--- config.mk ---
export PLATFORM = sky130hd
export DESIGN_NAME = branch_predictor
export DESIGN_NICKNAME = d
export VERILOG_FILES = /design/src/rtl/branch_predictor.sv
export SDC_FILE = /design/constraint.sdc
export NUM_CORES = 1
export LEC_CHECK = 0
export ABC_AREA = 1
export CORE_MARGIN = 1
export CORE_UTILIZATION = 59
export CTS_CLUSTER_DIAMETER = 60
export DETAILED_ROUTE_END_ITERATION = 8
export HOLD_SLACK_MARGIN = 0.03
export PLACE_DENSITY = 0.95
export SETUP_SLACK_MARGIN = 0.4
export SKIP_CTS_REPAIR_TIMING = 1
export SLEW_MARGIN = 20
export SYNTH_ARGS = -nofsm -noshare
export SYNTH_HDL_FRONTEND = slang
export SYNTH_SLANG_ARGS = --single-unit
--- constraint.sdc ---
create_clock -name clk -period 8.05 [get_ports clk]
set_input_delay 2.415 -clock clk [delete_from_list [all_inputs] [get_ports clk]]
set_output_delay 2.415 -clock clk [all_outputs]
set_load 0.03 [all_outputs]
--- src/rtl/branch_predictor.sv ---
`default_nettype none
// +----------------------------------------------------------------------------+
// | branch_predictor: 2-bit saturating-counter predictor (bimodal or gshare)    |
// | with a one-entry-per-cycle table initialisation sweep. Rev 1.0              |
// +----------------------------------------------------------------------------+
module branch_predictor #(
  parameter int ENTRIES  = 64,
  parameter int GHR_BITS = 0
) (
  input  logic                                     clk,
  input  logic                                     rst,
  output logic                                     ready,
  input  logic [31:0]                              IF_pc,
  output logic [1:0]                               IF_branch_prediction,
  output logic                                     IF_predict_taken,
  output logic [((GHR_BITS > 0) ? GHR_BITS : 1)-1:0] IF_ghr,
  input  logic                                     EX_Branch,
  input  logic [31:0]                              EX_pc,
  input  logic [((GHR_BITS > 0) ? GHR_BITS : 1)-1:0] EX_ghr,
  input  logic [1:0]                               EX_branch_prediction,
  input  logic                                     branch_taken,
  output logic [1:0]                               prediction_status,
  output logic                                     mispredict,
  output logic [31:0]                              branch_count,
  output logic [31:0]                              mispredict_count
);

  localparam int IDX = $clog2(ENTRIES);
  localparam int GW  = (GHR_BITS > 0) ? GHR_BITS : 1;
  localparam logic [IDX-1:0] c_last_idx = IDX'(ENTRIES - 1);
  localparam logic [IDX-1:0] c_idx_one  = IDX'(1);

  typedef enum logic [0:0] {
    INIT = 1'b0,
    RUN  = 1'b1
  } state_t;

  state_t         r_state;
  state_t         w_state_next;
  logic [IDX-1:0] r_sweep_idx;
  logic [IDX-1:0] w_sweep_idx_next;
  logic [1:0]     r_table [ENTRIES];
  logic [IDX-1:0] w_if_idx;
  logic [IDX-1:0] w_ex_idx;
  logic [GW-1:0]  w_ghr;
  logic           w_accept;
  logic           w_mispredict;
  logic [1:0]     w_new_ctr;
  logic           w_tab_we;
  logic [IDX-1:0] w_tab_waddr;
  logic [1:0]     w_tab_wdata;
  logic [31:0]    r_branch_count;
  logic [31:0]    r_mispredict_count;
  logic           w_unused_bits;

  assign ready    = (r_state == RUN);
  assign w_accept = EX_Branch & ready;

  generate
    if (GHR_BITS == 0) begin : g_bimodal
      assign w_if_idx = IF_pc[IDX+1:2];
      assign w_ex_idx = EX_pc[IDX+1:2];
      assign w_ghr    = '0;
    end else begin : g_gshare
      logic [GW-1:0] r_ghr;
      logic [GW-1:0] w_ghr_next;

      // Update index uses the fetch-time history carried down the pipe.
      assign w_if_idx = IF_pc[IDX+1:2] ^ IDX'(r_ghr);
      assign w_ex_idx = EX_pc[IDX+1:2] ^ IDX'(EX_ghr);
      assign w_ghr    = r_ghr;

      if (GHR_BITS == 1) begin : g_ghr_one
        assign w_ghr_next = branch_taken;
      end else begin : g_ghr_shift
        assign w_ghr_next = {EX_ghr[GHR_BITS-2:0], branch_taken};
      end

      always_ff @(posedge clk) begin
        if (rst) begin
          r_ghr <= '0;
        end else if (w_accept) begin
          r_ghr <= w_ghr_next;
        end
      end
    end
  endgenerate

  assign IF_ghr               = w_ghr;
  assign IF_branch_prediction = ready ? r_table[w_if_idx] : 2'b01;
  assign IF_predict_taken     = IF_branch_prediction[1];

  always_comb begin
    w_new_ctr = EX_branch_prediction;
    if (branch_taken) begin
      if (EX_branch_prediction != 2'b11) begin
        w_new_ctr = EX_branch_prediction + 2'b01;
      end
    end else begin
      if (EX_branch_prediction != 2'b00) begin
        w_new_ctr = EX_branch_prediction - 2'b01;
      end
    end
  end

  // Status bit 1 = prediction correct, bit 0 = predicted direction.
  assign w_mispredict      = w_accept & (EX_branch_prediction[1] ^ branch_taken);
  assign mispredict        = w_mispredict;
  assign prediction_status = w_accept ?
                             {~(EX_branch_prediction[1] ^ branch_taken), EX_branch_prediction[1]} :
                             2'b00;

  always_ff @(posedge clk) begin
    if (rst) begin
      r_state     <= INIT;
      r_sweep_idx <= '0;
    end else begin
      r_state     <= w_state_next;
      r_sweep_idx <= w_sweep_idx_next;
    end
  end

  always_comb begin
    w_state_next     = r_state;
    w_sweep_idx_next = r_sweep_idx;
    w_tab_we         = 1'b0;
    w_tab_waddr      = w_ex_idx;
    w_tab_wdata      = w_new_ctr;
    case (r_state)
      INIT: begin
        w_tab_we         = 1'b1;
        w_tab_waddr      = r_sweep_idx;
        w_tab_wdata      = 2'b01;
        w_sweep_idx_next = r_sweep_idx + c_idx_one;
        if (r_sweep_idx == c_last_idx) begin
          w_state_next = RUN;
        end
      end
      RUN: begin
        w_tab_we = EX_Branch;
      end
      default: begin
        w_state_next = INIT;
      end
    endcase
  end

  always_ff @(posedge clk) begin
    if (w_tab_we && !rst) begin
      r_table[w_tab_waddr] <= w_tab_wdata;
    end
  end

  always_ff @(posedge clk) begin
    if (rst) begin
      r_branch_count     <= '0;
      r_mispredict_count <= '0;
    end else if (w_accept) begin
      r_branch_count <= r_branch_count + 32'd1;
      if (w_mispredict) begin
        r_mispredict_count <= r_mispredict_count + 32'd1;
      end
    end
  end

  assign branch_count     = r_branch_count;
  assign mispredict_count = r_mispredict_count;

  assign w_unused_bits = ^{IF_pc[31:IDX+2], IF_pc[1:0], EX_pc[31:IDX+2], EX_pc[1:0],
                           EX_ghr, EX_branch_prediction[0]};

endmodule
`default_nettype wire

==> reports/summary.txt, run 1 <==
Status: finished clean
DRC violation count after routing: 0
Antenna Violating Nets Remaining: 0
Largest area contributor in the netlist: edfxtp_1
GPL Wtd Cong: 0.928
Critical path capture point type: primary output
Starting Density: 0.611
Syn Inst Count: 1,110
Post-synth top cells: nand2_1, nor2_1, nand3_1, edfxtp_1, inv_1
Min-Delay Path Class: reg2reg
Number of port buffers: 88
CTS Buf Count: 17
CTS root buffer: clkbuf_16
CTS tree: built
Die height: 128 um
Top-count cell post-synth: nand2_1
Finished layout cell area: 11,000 sq um
Setup violators final: 0
Post-synthesis register bit count: 199
WS Path Type: in2out
Vias in the first global route: 7,567
Worst skew pair latency: 430 ps
Worst relative slew slack: 0.305
Max-Cap Viols: 0
Initial antenna violation count: 0
CP Data Required Time: 5640 ps
GRT overflow: 0
H-tree Lvls: 4
Gr usage total: 0.283
Synth Cell Area: 9350 sq um
F_max: 144 MHz
Syn_nets: 1,184
Clock sink total: 199
Post-Place Cell Area: 10,400 sq um
Setup TNS: 0 ps
First drt pass iteration count: 9
Asr flop ratio synth: 0
Routed len/inst: 15.8 um
Global-route wire length before repair: 35,600 um
Dpl hpwl: 14,400 um
Clock Skews: 10.9 ps
Diodes inserted: 0
IO Pins: 143
Number of synthesized flops with an enable pin: 128
CTS Buffer Depth: 2
Die Area: 16,400 sq um
Synth top area cells: edfxtp_1, dfxtp_1, nand2_1
Final Hold Fails: 0
Vias: 8,017
Tightest Pin Transition: 1040 ps
Core ar.: 15,300 sq um
Leak: 0.00382 uW
RSZ-0062 raised after global routing: false
Pins Over Slew Limit: 0
Clock slew at reported path FFs: 70 ps
Die X-Extent: 128 um
Ys flop type: edfxtp_1
Min cycle time layout: 6940 ps
Post-layout nets: 1,261
Library cells used by synthesis: 41
Post-route clock period utilization: 0.862
Crit path arrival time: 4520 ps
Max FO, Critical Path: 32
Yosys top cell area share: 0.411
Syn avg cell area: 8.43 sq um
Worst-case reg-to-reg path depth: 7
Row Count: 45
Worst vdd rail ir drop: 0.000151 V
Worst Hold Depth: 2
Crit start category: input port
Power per cell area: 184 nW/um^2
DR iter-0 viols: 981
Synth warnings: 0
Syn-to-layout area delta: 17.6%
Detailed Route WL: 22,300 um
Largest net degree at the start of global routing: 65
Layout cells sized above 1: 0.0650
Vias per inst: 5.68
Sequential cell area fraction in the yosys report: 0.563
Final Power: 2020 uW
-- routing by layer --
layer	GRT usage	vias to the layer above	part of all wire	routed length (um)
met5	0	-	0	0
met4	0.104	0	0.024	535
met3	0.0826	55	0.11	2530
met2	0.489	425	0.49	10800
met1	0.334	3693	0.38	8440
li1	-	3844	-	-
-- worst paths after layout --
path	start	end	slack [ps]
worst min register to register	branch_count[8]	branch_count[8]	480
worst max register to register	ready	r_table[60][0]	5110
worst max-delay path	IF_pc[3]	IF_predict_taken	1110
worst min-delay path	branch_count[8]	branch_count[8]	480
-- kinds of logic (layout without fill, tap and decap cells) --
logic type / Yosys count / in the layout / share of synthesized area
xor+xnor: 18 / 18 / 0.0169
fa+ha+maj: 3 / 3 / 0.00401
flops: 199 / 199 / 0.563
compound gates: 91 / 91 / 0.0518
simple gates: 673 / 673 / 0.311
other cells: 1 / 1 / 0.000401
buf+inv: 125 / 215 / 0.0528
-- final cells by class --
type                    count  area, sq um
flip-flops and latches    199         5270
fillers                  1058         4320
multi-input cells         786         3600
repair buffers             96          928
clock buffers              24          556
inverters                  87          328
well taps                 211          264
clock inverters             8         53.8
-- registers in the layout, indices dropped and copies added, names as in the netlist --
| register | count |
|---|---|
| branch_count | 32 |
| ready | 1 |
| r_sweep_idx | 6 |
| mispredict_count | 32 |
| r_table | 128 |
-- critical path, stage by stage --
cell	delay (ps)
clkdlybuf4s50_1	680
inv_1	70
buf_4	260
nand3_1	150
nand3_1	90
nand2_1	100
nand2_1	80
nand3_1	100
nand3_1	90
a21oi_1	260
buf_4	220
-- per-stage QoR --
stage	setup slack, ps	utilization	hold slack [ps]	cells
6_report	1110	0.718	479	1411
4_1_cts	1170	0.718	485	1411
3_5_place_dp	1170	0.678	474	1379
2_1_floorplan	1490	-	457	1110
5_1_grt	958	0.718	514	1411
3_3_place_gp	1200	0.678	464	1379
-- layout by cell type, fill, tap and decap left out, drive strengths merged, types with 2 or more instances in the layout --
cell type and count:
edfxtp 128, or2 3, nor3 36, xnor2 3, nand2 300, clkbuf 24
and3 3, xor2 15, o21ai 39, nor4 7, clkinv 8, a21oi 46
nand3 142, clkdlybuf4s50 84, nor2 170, buf 12, dfxtp 71, inv 87
nand4 10, ha 3, o21a 2
-- where the power goes --
group          internal, uW  total, uW  leakage (uW)  switching (uW)
Clock                   485        850      0.000308             365
Combinational          28.5       93.3       0.00170            64.9
Sequential             1080       1080       0.00181            1.69
Total                  1590       2020       0.00382             432
Note: power is estimated with default switching activity, not from simulation.
==> inputs of run 2 (changes only) <==
Settings changed: CORE_ASPECT_RATIO from default to 1.1, SLEW_MARGIN 20 to default.
==> run 2 against run 1 <==
Compared with the run above:
- sequential power barely moved
- total power fell by 2.1%
- first-iteration DRC count fell by 21%
- final area fell by 0.69%
- non-clock buffer count fell by 1
- largest cell class unchanged
==> reports/summary.txt, run 2 (same netlist as run 1, synthesis figures left out) <==
CTS Buf Count: 17 (unchanged)
Largest net degree at the start of global routing: 65 (unchanged)
Gr usage total: 0.280 (was 0.283)
Dpl hpwl: 14,500 um (was 14,400 um)
Starting Density: 0.612 (was 0.611)
Setup violators final: 0 (unchanged)
Switching Fraction: 0.219 (was 0.214)
Die height: 134 um (was 128 um)
Tightest Pin Transition: 1170 ps (was 1040 ps)
Most frequent cells in the layout: nand2_1, nor2_1, nand3_1 (unchanged)
Clock Skews: 11.7 ps (was 10.9 ps)
GPL Wtd Cong: 0.886 (was 0.928)
Worst slack at placement: 1050 ps (was 1170 ps)
Cell mode on critical path: nand3_1 (unchanged)
Antenna Violating Nets Remaining: 0 (unchanged)
Max reg flops: 128 (unchanged)
Post-layout worst setup margin: 973 ps (was 1110 ps)
Critical path capture point type: primary output (unchanged)
Min-Delay Path Class: reg2reg (unchanged)
GRT overflow: 0 (unchanged)
CP cell instances: clkdlybuf4s50_1, inv_1, buf_4, nand3_1, nand3_1, nand2_1, nand2_1, nand3_1, nand3_1, nand3_1, buf_4 (was clkdlybuf4s50_1, inv_1, buf_4, nand3_1, nand3_1, nand2_1, nand2_1, nand3_1, nand3_1, a21oi_1, buf_4)
Worst skew pair latency: 440 ps (was 430 ps)
Initial antenna violation count: 0 (unchanged)
Max FO, Critical Path: 21 (was 32)
Combinational group share of total power: 0.047 (was 0.046)
DRC violation count after routing: 0 (unchanged)
Layout cells sized above 1: 0.0626 (was 0.0650)
Syn-to-layout area delta: 16.7% (was 17.6%)
Leak: 0.00377 uW (was 0.00382 uW)
P_sw: 433 uW (was 432 uW)
Clock slew at reported path FFs: 60 ps (was 70 ps)
Crit start category: input port (unchanged)
Routed len/inst: 16.0 um (was 15.8 um)
CP Data Required Time: 5640 ps (about the same)
Clk pwr share: 0.408 (was 0.421)
CTS root buffer: clkbuf_16 (unchanged)
Core ar.: 15,300 sq um (about the same)
Internal power: 1540 uW (was 1590 uW)
Clock sink total: 199 (unchanged)
Die X-Extent: 122 um (was 128 um)
Vias in the first global route: 7,673 (was 7,567)
Peak per-stage delay on the critical path: 570 ps (was 680 ps)
Post-route clock period utilization: 0.879 (was 0.862)
Power per cell area: 181 nW/um^2 (was 184 nW/um^2)
Crit path arrival time: 4660 ps (was 4520 ps)
Min Hold Slack: 497 ps (was 479 ps)
Top reg by flops: r_table (unchanged)
Diodes inserted: 0 (unchanged)
Global-route wire length before repair: 35,300 um (was 35,600 um)
Post-layout nets: 1,260 (was 1,261)
Sequential Power Share: 0.545 (was 0.533)
Worst relative slew slack: 0.222 (was 0.305)
IO Pins: 143 (unchanged)
First drt pass iteration count: 6 (was 9)
H-tree Lvls: 4 (unchanged)
CTS Buffer Depth: 2 (unchanged)
Setup TNS: 0 ps (unchanged)
Min cycle time layout: 7080 ps (was 6940 ps)
Final core utilization: 0.714 (was 0.718)
Number of port buffers: 88 (unchanged)
DR iter-0 viols: 777 (was 981)
Vias: 8,009 (was 8,017)
Max-Cap Viols: 0 (unchanged)
Status: finished clean (unchanged)
Row Count: 47 (was 45)
Most common cell after layout, fill and taps aside: nand2_1 (unchanged)
Post-Layout Cell Count: 1,395 (was 1,411)
Worst vdd rail ir drop: 0.000132 V (was 0.000151 V)
Cell count after placement: 1,363 (was 1,379)
Crit-path slowest cell: inv_1 (was clkdlybuf4s50_1)
CTS tree: built (unchanged)
Die Area: 16,400 sq um (about the same)
WS Path Type: in2out (unchanged)
Detailed Route WL: 22,400 um (was 22,300 um)
Final Hold Fails: 0 (unchanged)
Vias per inst: 5.74 (was 5.68)
F_max: 141 MHz (was 144 MHz)
RSZ-0062 raised after global routing: false (unchanged)
Pins Over Slew Limit: 0 (unchanged)
[run 2: power groups by stage]
stage / registers [uW] / logic, uW / clock network (uW)
after floorplan: 1100 / 61.2 / 0
after global placement: 1100 / 85.7 / 0
after detailed placement: 1100 / 89.5 / 0
after CTS: 1080 / 90.9 / 807
after global routing: 1080 / 101 / 843
final: 1080 / 92.6 / 808
[run 2: final timing paths]
path / from / to / slack [ps] / cells past startpoint
min reg2reg: branch_count[29] / branch_count[29] / 500 / 2
max: IF_pc[3] / IF_branch_prediction[0] / 970 / 11
min: branch_count[29] / branch_count[29] / 500 / 2
max reg2reg: ready / r_table[35][1] / 5070 / 7
[run 2: metrics by stage]
step | cell area [sq um] | power, uW
4_1_cts | 10900 | 1980
6_report | 10900 | 1980
2_1_floorplan | 9350 | 1160
3_5_place_dp | 10400 | 1190
5_1_grt | 10900 | 2020
3_3_place_gp | 10400 | 1190
[run 2: per-layer routing]
metal | GRT usage | vias to the layer above | wire length (um)
met5 | 0 | - | 0
met3 | 0.0765 | 84 | 2160
met1 | 0.325 | 3676 | 8330
li1 | - | 3844 | -
met2 | 0.473 | 405 | 11000
met4 | 0.139 | 0 | 871
[run 2: cell type report]
| class | count | area, sq um |
|---|---|---|
| Sequential cell | 199 | 5270 |
| Fill cell | 1055 | 4370 |
| Multi-Input combinational cell | 786 | 3600 |
| Timing Repair Buffer | 95 | 921 |
| Clock buffer | 19 | 454 |
| Inverter | 87 | 328 |
| Tap cell | 196 | 245 |
| Clock inverter | 13 | 105 |
[run 2: worst max-delay path, delay by kind of cell]
family / cells / cell delay, ps
buf+inv: 4 / 1530
simple gates: 7 / 710
==> variant 1, RTL diff (flow settings as in run 2) <==
Set the parameter `ENTRIES` to 32 (it was 64).
--- a/src/rtl/branch_predictor.sv
+++ b/src/rtl/branch_predictor.sv
@@ -4,7 +4,7 @@
 // | with a one-entry-per-cycle table initialisation sweep. Rev 1.0              |
 // +----------------------------------------------------------------------------+
 module branch_predictor #(
-  parameter int ENTRIES  = 64,
+  parameter int ENTRIES  = 32,
   parameter int GHR_BITS = 0
 ) (
   input  logic                                     clk,
Function: no difference found for any inputs over 10 cycles, from zero or initial values and one cycle with rst high; that may be too few to reach the edited logic, so the function may still have changed.
==> variant 1 against run 2 <==
- routed wire length fell by 26%
- combinational power fell by 32%
- power fell by 21%
- area after synthesis fell by 29%
- setup slack got worse by 0.18 ns
- sequential cell count fell by 65
- fmax fell by 2.5%
- non-clock buffer count fell by 2
- clock power fell by 2.5%
- global-route usage rose by 1.9 points
- cell area fell by 24%
- critical endpoint is now IF_predict_taken
- largest cell class unchanged
- largest power group is now the clock network
- highest routed layer unchanged
==> variant 1: results (changes against run 2) <==
==================================================================================
Wire length of the first global-routing pass                               26.6 mm   -25%
Flip-flop count of the largest register, all copies and words added             64   -50%
Fraction of the mapped netlist area in adder cells                          0.753%   +0.35 points
Internal power summed over all cells                                       1.23 mW   -21%
Post-place instance area                                                  7650 µm²   -26%
Final hold slack                                                          0.503 ns   +0.00621 ns
Highest layer used for signal routing                                         met4
Routed met3 length                                                         1.28 mm   -41%
Worst-case setup slack after placement                                    0.678 ns   -0.372 ns
Iteration-0 DRC count of the detailed router                                   485   -38%
Worst setup endpoint                                                  IF_predict_taken
Synth async-reset ratio                                                         0%   unchanged
Ratio of cells with drive above 1 in the final layout                        6.28%   +0.020 points
Worst reg-to-reg setup slack                                               5.60 ns   +0.53 ns
Capture point of the worst reg-to-reg path                            r_table[22][0]
Length of routed wiring on met1                                            6.37 mm   -24%
Leading post-synthesis cells by cell area                             sky130_fd_sc_hd__edfxtp_1, sky130_fd_sc_hd__dfxtp_1, sky130_fd_sc_hd__nand2_1
Number of buffers on the longest clock path                                      2   unchanged
Count of cell types in the netlist                                              42   +2.4%
Complex-gate fraction of the synthesized area                                5.42%   +0.25 points
Number of optimization iterations in the first detailed-route pass               5   -1
YS warnings                                                                      0   unchanged
Number of buffer cells added on primary ports                                   86   -2.3%
Largest net degree at the start of global routing                               46   -29%
Via-to-Cell Ratio                                                             5.54   -3.4%
Gate power share                                                              4.0%   -0.7 points
Highest cell delay on the worst timing path                                0.68 ns   +0.11 ns
CP max-delay cell                                                     sky130_fd_sc_hd__clkdlybuf4s50_1
XOR/XNOR share of the synthesized area                                       1.19%   -0.50 points
Detailed route wirelength on metal2                                        8.48 mm   -23%
Number of enable-type register cells in the synthesized netlist                 64   -50%
HPWL after DPL                                                             10.9 mm   -25%
Peak ir drop on the vdd network                                         0.000152 V   +16%
Proportion of total power due to net switching                               21.6%   -0.28 points
Critical hold path startpoint                                         branch_count[10]
Power in the clock group                                                    788 µW   -2.5%
Filler cell count                                                              743   -30%
End point of the most critical hold path                              branch_count[10]
Sequential area share after synthesis                                        50.0%   -6.3 points
Number of global-route vias before repair                                     5936   -23%
Minimum clock period after layout                                          7.26 ns   +0.178 ns
Placer's final routability congestion estimate                               0.849   -4.1%
Ranking of synthesized cells by instance count                        sky130_fd_sc_hd__nand2_1, sky130_fd_sc_hd__nor2_1, sky130_fd_sc_hd__inv_1
Syn avg cell area                                                         7.52 µm²   -11%
CP max FO                                                                       18   -14%
Final wirelength                                                           16.6 mm   -26%
Actual transition at the worst max-transition pin                         0.704 ns   -0.462 ns
Status                                                                   completed
Most used flip-flop cell after synthesis                              sky130_fd_sc_hd__dfxtp_1
Lkg Pwr                                                                    3.15 nW   -17%
Post-route clock skew                                                    0.0143 ns   +0.00263 ns
Overall Global Routing Usage                                                 29.8%   +1.9 points
==================================================================================
variant 1: cell types whose count changed after synthesis, moves of 14 or more:
cell	change
sky130_fd_sc_hd__nand3_1	-72
sky130_fd_sc_hd__inv_1	+21
sky130_fd_sc_hd__nand4_1	+21
sky130_fd_sc_hd__edfxtp_1	-64
sky130_fd_sc_hd__nor2_1	+24
sky130_fd_sc_hd__nand2_1	-74
sky130_fd_sc_hd__nor3_1	-19
sky130_fd_sc_hd__a21oi_1	-14
sky130_fd_sc_hd__clkbuf_1	-15
variant 1: cell type report:
type,count,area (µm²),share of cell area (%)
inverters,106,399,4.83
repair buffers,93,916,11.1
flip-flops and latches,134,3320,40.2
well taps,147,184,2.23
multi-input cells,623,2830,34.3
clock buffers,21,485,5.88
clock inverters,11,119,1.44
variant 1: layer usage:
layer	vias up	GRT usage [%]
met1	2903	33.0
met3	51	8.28
met2	298	52.2
met5	-	0
li1	3041	-
met4	0	14.3
==> variant 2, RTL diff (config.mk and constraints of run 2) <==
Without the edit above. Reset style: asynchronous (`rst`), changed in 3 clocked blocks.
--- a/src/rtl/branch_predictor.sv
+++ b/src/rtl/branch_predictor.sv
@@ -76,7 +76,7 @@
         assign w_ghr_next = {EX_ghr[GHR_BITS-2:0], branch_taken};
       end
 
-      always_ff @(posedge clk) begin
+      always_ff @(posedge clk or posedge rst) begin
         if (rst) begin
           r_ghr <= '0;
         end else if (w_accept) begin
@@ -110,7 +110,7 @@
                              {~(EX_branch_prediction[1] ^ branch_taken), EX_branch_prediction[1]} :
                              2'b00;
 
-  always_ff @(posedge clk) begin
+  always_ff @(posedge clk or posedge rst) begin
     if (rst) begin
       r_state     <= INIT;
       r_sweep_idx <= '0;
@@ -151,7 +151,7 @@
     end
   end
 
-  always_ff @(posedge clk) begin
+  always_ff @(posedge clk or posedge rst) begin
     if (rst) begin
       r_branch_count     <= '0;
       r_mispredict_count <= '0;
Formal check against the unedited RTL: no difference found for any inputs over 10 cycles, from zero or initial values and one cycle with rst high; that may be too few to reach the edited logic, so the function may still have changed.
==> variant 2 against run 2 <==
- the flow now finishes with violations (DRC)
- sequential cell count unchanged
- die area is 1.9% lower
- count of clock-buffer cells in the layout increased by 2
- cell area fell by 1.3%
- routed wire length is 5.6% lower
- via count down 10%
- setup slack improved by 0.14 ns
- power fell by 0.92%
- first-iteration DRC count down 3.6%
- clock power decreased by 0.6%
- combinational power fell by 16%
- area after synthesis decreased by 2.0%
- largest power group unchanged
==> variant 2: results (changes against run 2) <==
==================================================================================
Status                                                                finished, violations left
Violated checks                                                                DRC
Wire length of the first global-routing pass                               33.7 mm   -4.6%
WP data arrival                                                            4.52 ns   -0.14 ns
Initial antenna violation count                                                  0   unchanged
Flip-flop count of the largest register, all copies and words added            128   unchanged
Lkg Pwr                                                                    4.33 nW   +15%
YS warnings                                                                      0   unchanged
Power attributed to sequential cells                                       1.08 mW   about the same
Power in the clock group                                                    803 µW   -0.6%
Number of buffers on the longest clock path                                      2   unchanged
Post-route clock skew                                                   0.00937 ns   -0.00229 ns
Iteration-0 DRC count of the detailed router                                   749   -3.6%
Filler cell count                                                              956   -9.4%
Leading post-synthesis cells by cell area                             sky130_fd_sc_hd__edfxtp_1, sky130_fd_sc_hd__dfrtp_1, sky130_fd_sc_hd__nand2_1
CP max FO                                                                       32   +52%
Root Buffer Master                                                    sky130_fd_sc_hd__clkbuf_16
Net switching power                                                         419 µW   -3.2%
Number of enable-type register cells in the synthesized netlist                128   unchanged
Ranking of synthesized cells by instance count                        sky130_fd_sc_hd__nand2_1, sky130_fd_sc_hd__nand3_1, sky130_fd_sc_hd__edfxtp_1
Largest net degree at the start of global routing                               65   unchanged
Highest cell delay on the worst timing path                                0.73 ns   +0.16 ns
HPWL after DPL                                                             13.4 mm   -7.6%
Actual transition at the worst max-transition pin                          1.07 ns   -0.0955 ns
Top register by number of flip-flops                                       r_table
Number of optimization iterations in the first detailed-route pass               8   +2
Count of cell types in the netlist                                              36   -12%
Placer's final routability congestion estimate                               0.862   -2.6%
Overall Global Routing Usage                                                 27.6%   -0.37 points
Synthesized netlist net count                                                 1013   -14%
Post-route DRC violation count                                                   2   +2
Synth async-reset ratio                                                      35.7%   +36 points
Ratio of cells with drive above 1 in the final layout                        6.56%   +0.31 points
Worst setup path start                                                    IF_pc[3]
Sequential area share after synthesis                                        61.3%   +5.0 points
Critical hold path startpoint                                         r_sweep_idx[5]
Family of cells with the greatest summed delay on the critical path   buffers and inverters
Register clock-pin slew on the reported worst setup and hold paths         0.07 ns
H-tree level count                                                               4   unchanged
RR Startpoint                                                                ready
CP max-delay cell                                                     sky130_fd_sc_hd__clkdlybuf4s50_1
Peak ir drop on the vdd network                                         0.000133 V   +1.4%
Type of the most critical hold path                                        reg2reg
Vias                                                                          7171   -10%
Detailed-route wire length per cell                                        17.1 µm   +6.9%
Internal power summed over all cells                                       1.54 mW   -0.29%
Number of buffer cells added on primary ports                                   88   unchanged
CTS Buf Count                                                                   17   unchanged
N_diodes                                                                         0   unchanged
Number of global-route vias before repair                                     7146   -6.9%
Total Nets Final                                                              1097   -13%
Setup Viol. Count Final                                                          0   unchanged
Horiz. Die Dim                                                              121 µm   -0.97%
Clk Latency, worst-skew pair                                               0.43 ns
==================================================================================
==> variant 2: cell type report <==
cell class / count / area share [%]
clock buffers: 21 / 4.56
clock inverters: 11 / 0.638
inverters: 48 / 1.67
multi-input cells: 661 / 30.1
flip-flops and latches: 199 / 52.1
well taps: 196 / 2.28
repair buffers: 96 / 8.61
==> variant 2: worst paths after layout <==
path / slack [ns] / cells after the start / to
worst max-delay path: 1.11 / 11 / IF_branch_prediction[1]
worst min-delay path: 0.47 / 1 / r_sweep_idx[5]
worst max register to register: 5.06 / 7 / r_table[40][1]
worst min register to register: 0.47 / 1 / r_sweep_idx[5]
max in group asynchronous: 4.70 / 3 / branch_count[12]
min in group asynchronous: 2.38 / 2 / r_sweep_idx[5]
==> variant 2: cells by family after synthesis <==
| kind of cell | share of synthesized area (%) |
|---|---|
| AOI/OAI and AO/OA | 0.819 |
| xor gates and xnor gates | 6.11 |
| adders and majority gates | 0.409 |
| buffers and inverters | 3.44 |
| DFF | 61.3 |
| other | 0.0409 |
| and+or+nand+nor | 27.9 |
==> variant 2: metrics by stage <==
step / instances / setup WS [ns] / cell area (µm²)
final: 1232 / 1.11 / 10800
after global routing: 1232 / 0.965 / 10800
after CTS: 1232 / 1.15 / 10800
after detailed placement: 1200 / 1.17 / 10200
after global placement: 1200 / 1.23 / 10200
after floorplan: 939 / 1.49 / 9170
==> variant 2: layer usage <==
layer / track usage [%] / up-vias / share of wire, %
met1: 32.7 / 3396 / 36
met5: 0 / - / 0
met4: 12.2 / 0 / 3.2
met2: 46.7 / 415 / 50
li1: - / 3298 / -
met3: 7.84 / 62 / 11
